`src/rtl/instr_encoder_if.sv`:
```
`default_nettype none
// ============================================================================
//  Module   : instr_encoder_if
//  Brief    : Field-bundle handshake plus instruction-memory write port of the
//             instruction encoder, with status outputs.
//             master = bundle source / memory side, slave = the encoder.
//  Revision : 1.0  initial release
// ============================================================================
interface instr_encoder_if #(
   parameter int ADDR_WIDTH = 8
);
   // bundle side
   logic                  start;
   logic                  in_valid;
   logic                  in_ready;
   logic [2:0]            fmt;
   logic [6:0]            opcode;
   logic [4:0]            rd;
   logic [4:0]            rs1;
   logic [4:0]            rs2;
   logic [2:0]            funct3;
   logic [6:0]            funct7;
   logic [31:0]           imm;
   // memory write port
   logic                  mem_we;
   logic [ADDR_WIDTH-1:0] mem_addr;
   logic [31:0]           mem_wdata;
   logic                  mem_ready;
   // status
   logic [ADDR_WIDTH:0]   count;
   logic                  full;
   logic                  err;

   modport master (
      output start, in_valid, fmt, opcode, rd, rs1, rs2, funct3, funct7, imm,
             mem_ready,
      input  in_ready, mem_we, mem_addr, mem_wdata, count, full, err
   );

   modport slave (
      input  start, in_valid, fmt, opcode, rd, rs1, rs2, funct3, funct7, imm,
             mem_ready,
      output in_ready, mem_we, mem_addr, mem_wdata, count, full, err
   );
endinterface
`default_nettype wire

```
`src/rtl/instr_encoder.sv`:
```
`default_nettype none
// ============================================================================
//  Module   : instr_encoder
//  Brief    : Sequential RV32I instruction packer. Scatters a 32-bit immediate
//             and register/function fields into an instruction word according
//             to the immSrc format code and writes the words to consecutive
//             instruction-memory addresses through a one-entry pending stage.
//  Macro    : IMM_RANGE_CHECK_EN - when defined, bundles whose immediate does
//             not fit the selected format are rejected (err set, no write).
//  Revision : 1.0  initial release
// ============================================================================
module instr_encoder #(
   parameter int ADDR_WIDTH = 8
) (
   input wire            clk,
   input wire            rst,
   instr_encoder_if.slave bus
);
   // DEPTH and DEPTH-1 expressed at the width of the write counter
   localparam logic [ADDR_WIDTH:0] c_depth = {1'b1, {ADDR_WIDTH{1'b0}}};
   localparam logic [ADDR_WIDTH:0] c_last  = {1'b0, {ADDR_WIDTH{1'b1}}};

   typedef enum logic [0:0] {
      S_IDLE  = 1'b0,   // no pending write
      S_WRITE = 1'b1    // pending write presented on the memory port
   } state_t;

   state_t              state_q, state_d;
   logic [31:0]         wdata_q, wdata_d;
   logic [ADDR_WIDTH:0] count_q, count_d;
   logic                err_q,   err_d;

   logic [31:0]         w_word;
   logic                w_fmt_ok;
   logic                w_range_ok;
   logic                w_legal;
   logic                w_in_ready;
   logic                w_accept;
   logic                w_complete;

   // Scatter the fields into the instruction word for the selected format
   always_comb begin
      w_word   = 32'h0;
      w_fmt_ok = 1'b1;
      case (bus.fmt)
         3'b000:  w_word = {bus.imm[11:0], bus.rs1, bus.funct3, bus.rd, bus.opcode};
         3'b001:  w_word = {bus.imm[11:5], bus.rs2, bus.rs1, bus.funct3,
                            bus.imm[4:0], bus.opcode};
         3'b010:  w_word = {bus.imm[12], bus.imm[10:5], bus.rs2, bus.rs1, bus.funct3,
                            bus.imm[4:1], bus.imm[11], bus.opcode};
         3'b011:  w_word = {bus.imm[20], bus.imm[10:1], bus.imm[11], bus.imm[19:12],
                            bus.rd, bus.opcode};
         3'b100:  w_word = {bus.imm[31:12], bus.rd, bus.opcode};
         3'b101:  w_word = {bus.funct7, bus.rs2, bus.rs1, bus.funct3, bus.rd, bus.opcode};
         default: w_fmt_ok = 1'b0;
      endcase
   end

`ifdef IMM_RANGE_CHECK_EN
   // Immediate must be representable by the bits the format keeps
   always_comb begin
      w_range_ok = 1'b1;
      case (bus.fmt)
         3'b000, 3'b001: w_range_ok = (&bus.imm[31:11]) | ~(|bus.imm[31:11]);
         3'b010:         w_range_ok = ((&bus.imm[31:12]) | ~(|bus.imm[31:12])) & ~bus.imm[0];
         3'b011:         w_range_ok = ((&bus.imm[31:20]) | ~(|bus.imm[31:20])) & ~bus.imm[0];
         3'b100:         w_range_ok = ~(|bus.imm[11:0]);
         default:        w_range_ok = 1'b1;
      endcase
   end
`else
   assign w_range_ok = 1'b1;
`endif

   assign w_legal = w_fmt_ok & w_range_ok;

   // Ready when a slot will be free this cycle and the memory is not yet full;
   // deliberately independent of in_valid
   always_comb begin
      w_in_ready = 1'b0;
      if (!rst && !bus.start) begin
         if (state_q == S_IDLE) w_in_ready = (count_q < c_depth);
         else                   w_in_ready = bus.mem_ready && (count_q < c_last);
      end
   end

   assign w_complete = (state_q == S_WRITE) && bus.mem_ready;
   assign w_accept   = bus.in_valid && w_in_ready;

   // Next-state: start clears everything; otherwise retire and/or load the pending entry
   always_comb begin
      state_d = state_q;
      wdata_d = wdata_q;
      count_d = count_q;
      err_d   = err_q;
      if (bus.start) begin
         state_d = S_IDLE;
         wdata_d = 32'h0;
         count_d = '0;
         err_d   = 1'b0;
      end else begin
         if (w_complete) begin
            count_d = count_q + 1'b1;
            state_d = S_IDLE;
         end
         if (w_accept) begin
            if (w_legal) begin
               state_d = S_WRITE;
               wdata_d = w_word;
            end else begin
               err_d = 1'b1;
            end
         end
      end
   end

   // State register with synchronous reset
   always_ff @(posedge clk) begin
      if (rst) begin
         state_q <= S_IDLE;
         wdata_q <= 32'h0;
         count_q <= '0;
         err_q   <= 1'b0;
      end else begin
         state_q <= state_d;
         wdata_q <= wdata_d;
         count_q <= count_d;
         err_q   <= err_d;
      end
   end

   assign bus.in_ready  = w_in_ready;
   assign bus.mem_we    = (state_q == S_WRITE);
   assign bus.mem_addr  = count_q[ADDR_WIDTH-1:0];
   assign bus.mem_wdata = wdata_q;
   assign bus.count     = count_q;
   assign bus.full      = (count_q == c_depth);
   assign bus.err       = err_q;

endmodule
`default_nettype wire

```
`src/flat_wrapper.sv`:
```
// flat-port wrapper written by rule: the top's interface ports become plain ports
module instr_encoder_flat 
#(
   parameter int ADDR_WIDTH = 8
)
  (clk, rst, bus_start, bus_in_valid, bus_fmt, bus_opcode, bus_rd, bus_rs1, bus_rs2, bus_funct3, bus_funct7, bus_imm, bus_mem_ready, bus_in_ready, bus_mem_we, bus_mem_addr, bus_mem_wdata, bus_count, bus_full, bus_err);
  instr_encoder_if #(.ADDR_WIDTH(ADDR_WIDTH)) bus_i ();
  input wire clk;
  input wire rst;
  input wire logic [$bits(bus_i.start)-1:0] bus_start;
  input wire logic [$bits(bus_i.in_valid)-1:0] bus_in_valid;
  input wire logic [$bits(bus_i.fmt)-1:0] bus_fmt;
  input wire logic [$bits(bus_i.opcode)-1:0] bus_opcode;
  input wire logic [$bits(bus_i.rd)-1:0] bus_rd;
  input wire logic [$bits(bus_i.rs1)-1:0] bus_rs1;
  input wire logic [$bits(bus_i.rs2)-1:0] bus_rs2;
  input wire logic [$bits(bus_i.funct3)-1:0] bus_funct3;
  input wire logic [$bits(bus_i.funct7)-1:0] bus_funct7;
  input wire logic [$bits(bus_i.imm)-1:0] bus_imm;
  input wire logic [$bits(bus_i.mem_ready)-1:0] bus_mem_ready;
  output wire logic [$bits(bus_i.in_ready)-1:0] bus_in_ready;
  output wire logic [$bits(bus_i.mem_we)-1:0] bus_mem_we;
  output wire logic [$bits(bus_i.mem_addr)-1:0] bus_mem_addr;
  output wire logic [$bits(bus_i.mem_wdata)-1:0] bus_mem_wdata;
  output wire logic [$bits(bus_i.count)-1:0] bus_count;
  output wire logic [$bits(bus_i.full)-1:0] bus_full;
  output wire logic [$bits(bus_i.err)-1:0] bus_err;
  assign bus_i.start = bus_start;
  assign bus_i.in_valid = bus_in_valid;
  assign bus_i.fmt = bus_fmt;
  assign bus_i.opcode = bus_opcode;
  assign bus_i.rd = bus_rd;
  assign bus_i.rs1 = bus_rs1;
  assign bus_i.rs2 = bus_rs2;
  assign bus_i.funct3 = bus_funct3;
  assign bus_i.funct7 = bus_funct7;
  assign bus_i.imm = bus_imm;
  assign bus_i.mem_ready = bus_mem_ready;
  assign bus_in_ready = bus_i.in_ready;
  assign bus_mem_we = bus_i.mem_we;
  assign bus_mem_addr = bus_i.mem_addr;
  assign bus_mem_wdata = bus_i.mem_wdata;
  assign bus_count = bus_i.count;
  assign bus_full = bus_i.full;
  assign bus_err = bus_i.err;
  instr_encoder #(.ADDR_WIDTH(ADDR_WIDTH)) u_core (.clk(clk), .rst(rst), .bus(bus_i));
endmodule
```
`config.mk`:
```
export PLATFORM = sky130hd
export DESIGN_NAME = instr_encoder_flat
export DESIGN_NICKNAME = d
export VERILOG_FILES = /design/src/rtl/instr_encoder_if.sv /design/src/rtl/instr_encoder.sv /design/src/flat_wrapper.sv
export SDC_FILE = /design/constraint.sdc
export NUM_CORES = 1
export LEC_CHECK = 0
export ABC_AREA = 1
export CAP_MARGIN = 15
export CORE_MARGIN = 3
export CORE_UTILIZATION = 41
export CTS_BUF_LIST = sky130_fd_sc_hd__clkbuf_8
export DETAILED_ROUTE_END_ITERATION = 6
export PLACE_DENSITY = 0.84
export SETUP_SLACK_MARGIN = 0.3
export SYNTH_ARGS = -nofsm -noshare
export SYNTH_HDL_FRONTEND = slang
export SYNTH_SLANG_ARGS = --single-unit
```
`constraint.sdc`:
```
create_clock -name clk -period 1.6 [get_ports clk]
set_input_delay 0.32 -clock clk [delete_from_list [all_inputs] [get_ports clk]]
set_output_delay 0.32 -clock clk [all_outputs]
set_load 0.03 [all_outputs]
```
Yosys cells after proc, flatten, opt, wreduce, memory -nomap -nowiden
Cells that the tools add are included.
{"block": "classes", "add_sub_neg": 1, "magnitude_cmp": 2, "mux": 7, "eq_ne": 6, "reduce_logical": 11, "bitwise_logic": 1}
{"cell": "case mux 32 bit (6 select lines)", "n": 1}
{"cell": "adder 9 x 1 -> 9 bit, second input constant", "n": 1}
{"cell": "== test 9 bit, second input constant", "n": 1}
{"cell": "less-than comparator 9 x 8 -> 1 bit, second input constant", "n": 1}
{"cell": "less-than comparator 9 bit, second input constant", "n": 1}
{"cell": "== test 3 x 2 -> 1 bit, second input constant", "n": 2}
{"cell": "== test 3 bit, second input constant", "n": 2}
{"cell": "two-way mux 1 bit", "n": 6}
{"cell": "OR reduction 6 bit", "n": 1}
{"cell": "logical AND 1 bit", "n": 4}
{"cell": "AND reduction 2 bit", "n": 2}
{"cell": "== test 3 x 1 -> 1 bit, second input constant", "n": 1}
{"cell": "zero test 3 bit", "n": 1}
{"cell": "zero test 1 bit", "n": 2}
{"cell": "OR reduction 2 bit", "n": 1}
{"cell": "NOT 1 bit", "n": 1}
{"block": "totals", "inputBits": 72, "elab_cells": 32, "reg_bits": 43, "out_inout_bits": 53}

Depth between registers and ports, before layout
Gate-level depths: netlist of the first run.
{"block": "depth", "word_depth": 6, "ltp_mapped": 9, "mapped_depth_nobuf": 8}

Least setup slack after synthesis of the first run
Ideal clock, no wire load.
{"block": "synth_timing", "kind": "register to register", "from": "register u_core.count_q[5] (netlist: u_core.bus.count[5])", "to": "register u_core.wdata_q[21] (netlist: u_core.bus.mem_wdata[21])", "slack_ns": 0.070, "n_path_buf": 2, "t_arrival_ns": 1.417, "stages_incl_launch_ff": 10, "synth_period_minus_slack_ns": 1.530, "required_time_ns": 1.487, "setup_time_ns": 0.113, "cell_sequence": "dfxtp_1 nand3_1 nor2_1 nand2_1 nand4_1 buf_4 buf_6 nand2_1 nand2_1 nor2_1"}
{"block": "synth_via", "elab_chain_cells": 6, "elab_cells_between_ends": 7, "cone_classes": "2 x order compare; 2 x mux; 3 x reduce/logical"}
{"element": "start: declaration", "line_no": "instr_encoder.sv:30", "source": "logic [ADDR_WIDTH:0] count_q, count_d;"}
{"element": "start signal: assignment", "line_no": "instr_encoder.sv:127", "source": "count_q <= count_d;"}
{"element": "less-than comparator 9 x 8 -> 1 bit", "line_no": "instr_encoder.sv:83", "source": "else w_in_ready = bus.mem_ready && (count_q < c_last);"}
{"element": "logical AND 1 bit", "line_no": "instr_encoder.sv:83"}
{"element": "two-way mux 1 bit (*)", "line_no": "instr_encoder.sv:82", "source": "if (state_q == S_IDLE) w_in_ready = (count_q < c_depth);"}
{"element": "two-way mux 1 bit (*)", "line_no": "instr_encoder.sv:81", "source": "if (!rst && !bus.start) begin"}
{"element": "logical AND 1 bit (*)", "line_no": "instr_encoder.sv:88", "source": "assign w_accept = bus.in_valid && w_in_ready;"}
{"element": "AND reduction 2 bit (no line) (*)"}
{"element": "end signal: assignment", "line_no": "instr_encoder.sv:126", "source": "wdata_q <= wdata_d;"}
{"element": "end: declaration", "line_no": "instr_encoder.sv:29", "source": "logic [31:0] wdata_q, wdata_d;"}
Mark *: on every way between the ends. The rest lies on a longest branch, timed or not.
A chain may end at the register's enable or synchronous reset.

Worst setup path in the final report of the first run
{"block": "layout_timing", "from": "register u_core.state_q (netlist: u_core.bus.mem_we)", "to": "register u_core.wdata_q[31] (netlist: u_core.bus.mem_wdata[31])"}
{"block": "layout_via", "elab_chain_cells": 4}
{"element": "start: declaration", "line_no": "instr_encoder.sv:28", "source": "state_t state_q, state_d;"}
{"element": "start signal: assignment", "line_no": "instr_encoder.sv:125", "source": "state_q <= state_d;"}
{"element": "two-way mux 1 bit", "line_no": "instr_encoder.sv:82"}
{"element": "two-way mux 1 bit", "line_no": "instr_encoder.sv:81"}
{"element": "logical AND 1 bit", "line_no": "instr_encoder.sv:88"}
{"element": "AND reduction 2 bit (no line)"}
Every way passes these cells.

==> results of run 1 <==
## report_power, final
part / switching, uW / internal (uW) / total [uW]
Sequential: 10.1 / 1070 / 1080
Combinational: 312 / 347 / 659
Clock: 416 / 313 / 729
## area by class of cell
class	count	area [sq um]	share of cell area
Timing Repair Buffer	183	1920	0.406
Multi-Input combinational cell	283	1490	0.316
Sequential cell	43	896	0.190
Inverter	61	234	0.0496
Tap cell	72	90.1	0.0191
Clock buffer	5	68.8	0.0146
Clock inverter	3	23.8	0.00504
## Yosys cell counts, types with 2 or more instances
library cell / number
o21ai_0: 14
buf_4: 9
o21ai_1: 2
a21oi_1: 9
ha_1: 2
nand4_1: 8
nor3_1: 3
nor2_2: 2
buf_1: 3
nand2_1: 138
buf_2: 5
nand3_1: 24
buf_6: 5
inv_1: 61
nor2_1: 79
dfxtp_1: 43
## metrics by stage
| step | area [sq um] | util | instances | worst slack, ns |
|---|---|---|---|---|
| finish | 4720 | 0.842 | 650 | -0.0360 |
| floorplan | 2470 | - | 409 | 0.300 |
| detailed placement | 3800 | 0.678 | 606 | -0.266 |
| global route | 4720 | 0.842 | 650 | -0.107 |
| global placement | 3800 | 0.678 | 606 | -0.225 |
| CTS | 4280 | 0.763 | 634 | 0.0387 |
## logic make-up after synthesis
group | count (synthesis) | share of synthesized area
simple gates | 256 | 0.423
fa+ha+maj | 2 | 0.0103
flops | 43 | 0.355
buf+inv | 83 | 0.160
compound gates | 25 | 0.0516
## final timing paths
path / startpoint / depth (start not counted) / endpoint
max: u_core.bus.mem_we / 10 / u_core.bus.mem_wdata[31]
min: u_core.bus.mem_wdata[8] / 4 / u_core.bus.mem_wdata[8]
max reg2reg: u_core.bus.mem_we / 10 / u_core.bus.mem_wdata[31]
min reg2reg: u_core.bus.mem_wdata[8] / 4 / u_core.bus.mem_wdata[8]
## per-layer routing
| metal | part of all wire | routed length [um] | GRT usage | vias to the layer above |
|---|---|---|---|---|
| met1 | 0.36 | 3700 | 0.262 | 1500 |
| met2 | 0.52 | 5280 | 0.461 | 182 |
| met4 | 0.038 | 385 | 0.101 | 0 |
| li1 | - | - | - | 1566 |
| met3 | 0.077 | 782 | 0.0575 | 31 |
| met5 | 0 | 0 | 0 | - |
## critical path, cell delays in order, from the launching register on
cell and delay [ns]:
dfxtp_4 0.36, inv_4 0.08, nor2_4 0.04, nor2_2 0.13, buf_4 0.13, nand4_1 0.15, buf_6 0.19, buf_12 0.14
clkbuf_16 0.16, nor2_2 0.10, nor2_1 0.05
## state kept, by name, summed over array words and instances (netlist names)
signal,flops
u_core.bus.mem_wdata,32
u_core.bus.count,9
u_core.bus.err,1
u_core.bus.mem_we,1
## repair_timing
| item | 4_1_cts | 5_1_grt |
|---|---|---|
| buffers inserted | 14 | 13 |
| pin swaps | 9 | 30 |
| endpoints found under the setup margin | 96 | 67 |
| resized for setup | 203 | 149 |
| cloned | 6 | 3 |
| hold buffers | 0 | 0 |
==> flow_metrics.tcl, run 1 <==
set metrics [dict create \
    vdd_drop_max_uv 336 \
    initial_core_util 0.433 \
    cap_violations 0 \
    grt_overflow 0 \
    drc 0 \
    place_congestion 0.846 \
    antenna_found_initial 0 \
    min_period_ns 1.64 \
    outcome "finished, violations left" \
    syn-cell-area_sq_um 2430 \
    clock-sinks 43 \
    die_area_sq_um 6880 \
    rows 27 \
    violations "negative setup slack" \
    ys_ff_latch 43 \
    postSynth.topFlopCell "dfxtp_1" \
    ant_nets 0 \
    numCtsBuffers 5 \
    cp-end-kind "flip-flop" \
    clockBufferDepth 2 \
    syn_avg_cell_area_sq_um 5.93 \
    clkTransAtPathRegs_ns 0.09 \
    die_w_um 82.9 \
    drtIter0Drc 158 \
    hold_viol 0 \
    fp.coreArea_sq_um 5610 \
    report.final.slew_viol_count 0 \
    io_pins 125 \
    final.fill_count 338 \
    synth_edf_count 0 \
    worst_pin_slew_ns 0.454 \
    fmax_mhz 611 \
    crit_path_start_kind "flip-flop" \
    critPathMaxFanout 5 \
    antenna_cells 0 \
    finalNetCount 651 \
    yosys-top-cells-area "dfxtp_1 35%, nand2_1 21%, nor2_1 12%" \
    final_common_cell "nand2_1" \
    wl_mm 10.1 \
    area_growth_pct 94.5 \
    dp_hpwl_mm 5.76 \
    synth_area_leader_cell "dfxtp_1" \
    p_leak_uw 0.00217 \
    total_power_uw 2470 \
    dr.pass1.iters 5 \
    worst_skew_pair.late_latency_ns 0.30 \
    cts_tree "built" \
    relSlewSlack 0.694 \
    grt_max_degree 40 \
    crit_type "reg -> reg" \
    rrSetupSlack_ns -0.04 \
    port_buffers 124 \
    synthArstFlopShare 0 \
    final_cell_mix "119 x nand2_1, 65 x clkdlybuf4s50_1, 52 x inv_1" \
    htreeDepth 2 \
    syn_inst 409 \
    rsz0062_at_grt "yes" \
    hp-class "reg -> reg" \
    synth_top_area_frac 0.355 \
    fin_ws_ns -0.0360 \
    yosys_warnings 0 \
    grt_usage 0.247 \
    arrival_ns 1.83 \
    hold_slack_ns 0.516 \
    num_vias 3279 \
    skew_ns 0.00619 \
    cp.required_ns 1.80 \
    synth-seq-area-share 0.355 \
    die-height_um 82.9 \
    setup_tns_ns -0.122 \
    syn_nets 483 \
    setup_viol 11 \
    vias_per_cell 5.04 \
    drive_gt1_frac 0.349 \
    wl_per_cell_um 15.6 \
    cts-root-buf "clkbuf_8" \
    grt_pass1_wl_mm 14.2 \
    grt_pass1_vias 3109 \
    power.density_nw_per_um2 523 \
    synth_cell_types 18 \
    fin_crit_sh 1.02 \
]
(Power assumes the default switching activity.)
==> inputs of run 2 (changes only) <==
--- a/config.mk
+++ b/config.mk
@@ -7,11 +7,13 @@
 export LEC_CHECK = 0
 export ABC_AREA = 1
 export CAP_MARGIN = 15
+export CORE_ASPECT_RATIO = 1.1
 export CORE_MARGIN = 3
 export CORE_UTILIZATION = 41
 export CTS_BUF_LIST = sky130_fd_sc_hd__clkbuf_8
 export DETAILED_ROUTE_END_ITERATION = 6
 export PLACE_DENSITY = 0.84
+export REMOVE_ABC_BUFFERS = 1
 export SETUP_SLACK_MARGIN = 0.3
 export SYNTH_ARGS = -nofsm -noshare
 export SYNTH_HDL_FRONTEND = slang
==> flow_metrics.tcl, run 2 (synthesized netlist as in run 1, its figures left out) <==
set metrics [dict create \
    outcome "finished, violations left" \
    violations "negative setup slack" \
    worst_pin_slew_ns 0.355 \
    drtIter0Drc 137 \
    path_cells "inv_4, nor2_4, nor2_2, buf_4, nand4_1, buf_6, buf_12, clkbuf_16, nor2_4, nor2_1" \
    vias_per_cell 4.95 \
    rsz0062_at_grt "yes" \
    power.density_nw_per_um2 525 \
    cp_top_family "buffers and inverters" \
    clockBufferDepth 2 \
    grt_max_degree 40 \
    wl_mm 9.87 \
    crit_type "reg -> reg" \
    relSlewSlack 0.761 \
    finalNetCount 640 \
    fin_crit_sh 1.02 \
    final_cell_mix "124 x nand2_1, 65 x clkdlybuf4s50_1, 56 x inv_1" \
    cp.required_ns 1.79 \
    path_common_cell "nor2_4" \
    grt_pass1_vias 3084 \
    hold_viol 0 \
    clock-sinks 43 \
    largest_reg_flops 32 \
    port_buffers 124 \
    report.final.slew_viol_count 0 \
    htreeDepth 2 \
    die_w_um 79.3 \
    die_area_sq_um 6880 \
    num_vias 3181 \
    antenna_cells 0 \
    cap_violations 0 \
    area_growth_pct 88.8 \
    antenna_found_initial 0 \
    drc 0 \
    total_power_uw 2400 \
    dr.pass1.iters 5 \
    critPathMaxFanout 7 \
    wl_per_cell_um 15.4 \
    crit_buf_inv 5 \
    final.fill_count 354 \
    grt_pass1_wl_mm 13.7 \
    io_pins 125 \
    dp_hpwl_mm 5.74 \
    initial_core_util 0.438 \
    hp-class "reg -> reg" \
    multiInputGateArea_sq_um 1520 \
    place_congestion 0.802 \
    worst_skew_pair.late_latency_ns 0.30 \
    cp-end-kind "flip-flop" \
    ant_nets 0 \
    setup_viol 7 \
    numCtsBuffers 5 \
    arrival_ns 1.83 \
    setup_tns_ns -0.143 \
    p_leak_uw 0.00205 \
    fp.coreArea_sq_um 5540 \
    cts-root-buf "clkbuf_8" \
    rows 28 \
    vdd_drop_max_uv 416 \
    holdBufCountCts 0 \
    cp_slowest_cell "dfxtp_4" \
    register_area_sq_um 891 \
    grt_overflow 0 \
    drive_gt1_frac 0.333 \
    final_common_cell "nand2_1" \
    critical_path.max_stage_delay_ns 0.36 \
    min_period_ns 1.64 \
    skew_ns 0.00691 \
    fin_ws_ns -0.0372 \
    die-height_um 86.7 \
    cts_tree "built" \
    crit_path_start_kind "flip-flop" \
    fmax_mhz 611 \
    grt_usage 0.250 \
    clkTransAtPathRegs_ns 0.08 \
]
run 2: worst paths after layout:
path | cells after the start | from | slack, ns | end
max reg2reg | 10 | u_core.bus.mem_we | -0.04 | u_core.bus.mem_wdata[20]
min reg2reg | 2 | u_core.bus.err | 0.49 | u_core.bus.err
max | 10 | u_core.bus.mem_we | -0.04 | u_core.bus.mem_wdata[20]
min | 2 | u_core.bus.err | 0.49 | u_core.bus.err
run 2: per-layer routing:
metal | wire [um] | up-vias | GRT usage
met2 | 5480 | 151 | 0.489
met5 | 0 | - | 0
met4 | 225 | 0 | 0.0859
met1 | 3500 | 1458 | 0.254
li1 | - | 1546 | -
met3 | 677 | 26 | 0.0603
run 2: final cells by class:
type	instances	area share
clock inverter	3	0.00273
sequential	43	0.195
tap	75	0.0205
multi-input combinational	283	0.331
inverter	61	0.0505
timing repair buffer	172	0.385
clock buffer	5	0.0150
run 2: report_power, final:
part | switching (uW) | leakage (uW) | total [uW] | internal [uW]
Clock | 381 | 0.0000505 | 676 | 295
Combinational | 317 | 0.00165 | 643 | 326
Sequential | 9.32 | 0.000355 | 1080 | 1070
run 2: tightest hold or removal path, stage by stage, from the launching register on:
cell and delay [ns]:
dfxtp_1 0.32, inv_1 0.06, a21oi_1 0.06
run 2: timing repair:
| action | in CTS | in global routing |
|---|---|---|
| endpoints found under the setup margin | 96 | 63 |
| pin swaps | 10 | 37 |
| resized for setup | 201 | 147 |
| gates cloned | 3 | 4 |
| buffers inserted | 15 | 6 |
run 2: through the flow:
step           area, sq um  instances  utilization  worst slack, ns  hold WS, ns
5_1_grt               4580        642        0.827          -0.0959        0.508
3_3_place_gp          3760        606        0.680           -0.246        0.446
6_report              4580        642        0.827          -0.0372        0.486
2_1_floorplan         2270        387            -            -1.64        0.455
3_5_place_dp          3760        606        0.680           -0.304        0.451
4_1_cts               4130        632        0.747           0.0662        0.464
==> inputs of run 3 (changes only) <==
--- a/config.mk
+++ b/config.mk
@@ -6,12 +6,13 @@
 export NUM_CORES = 1
 export LEC_CHECK = 0
 export ABC_AREA = 1
-export CAP_MARGIN = 15
+export CAP_MARGIN = 25
 export CORE_ASPECT_RATIO = 1.1
 export CORE_MARGIN = 3
 export CORE_UTILIZATION = 41
 export CTS_BUF_LIST = sky130_fd_sc_hd__clkbuf_8
 export DETAILED_ROUTE_END_ITERATION = 6
+export GPL_ROUTABILITY_DRIVEN = 1
 export PLACE_DENSITY = 0.84
 export REMOVE_ABC_BUFFERS = 1
 export SETUP_SLACK_MARGIN = 0.3
==> results of run 3 <==
No change in the layout: final DEF, timing and power equal those of run 2.
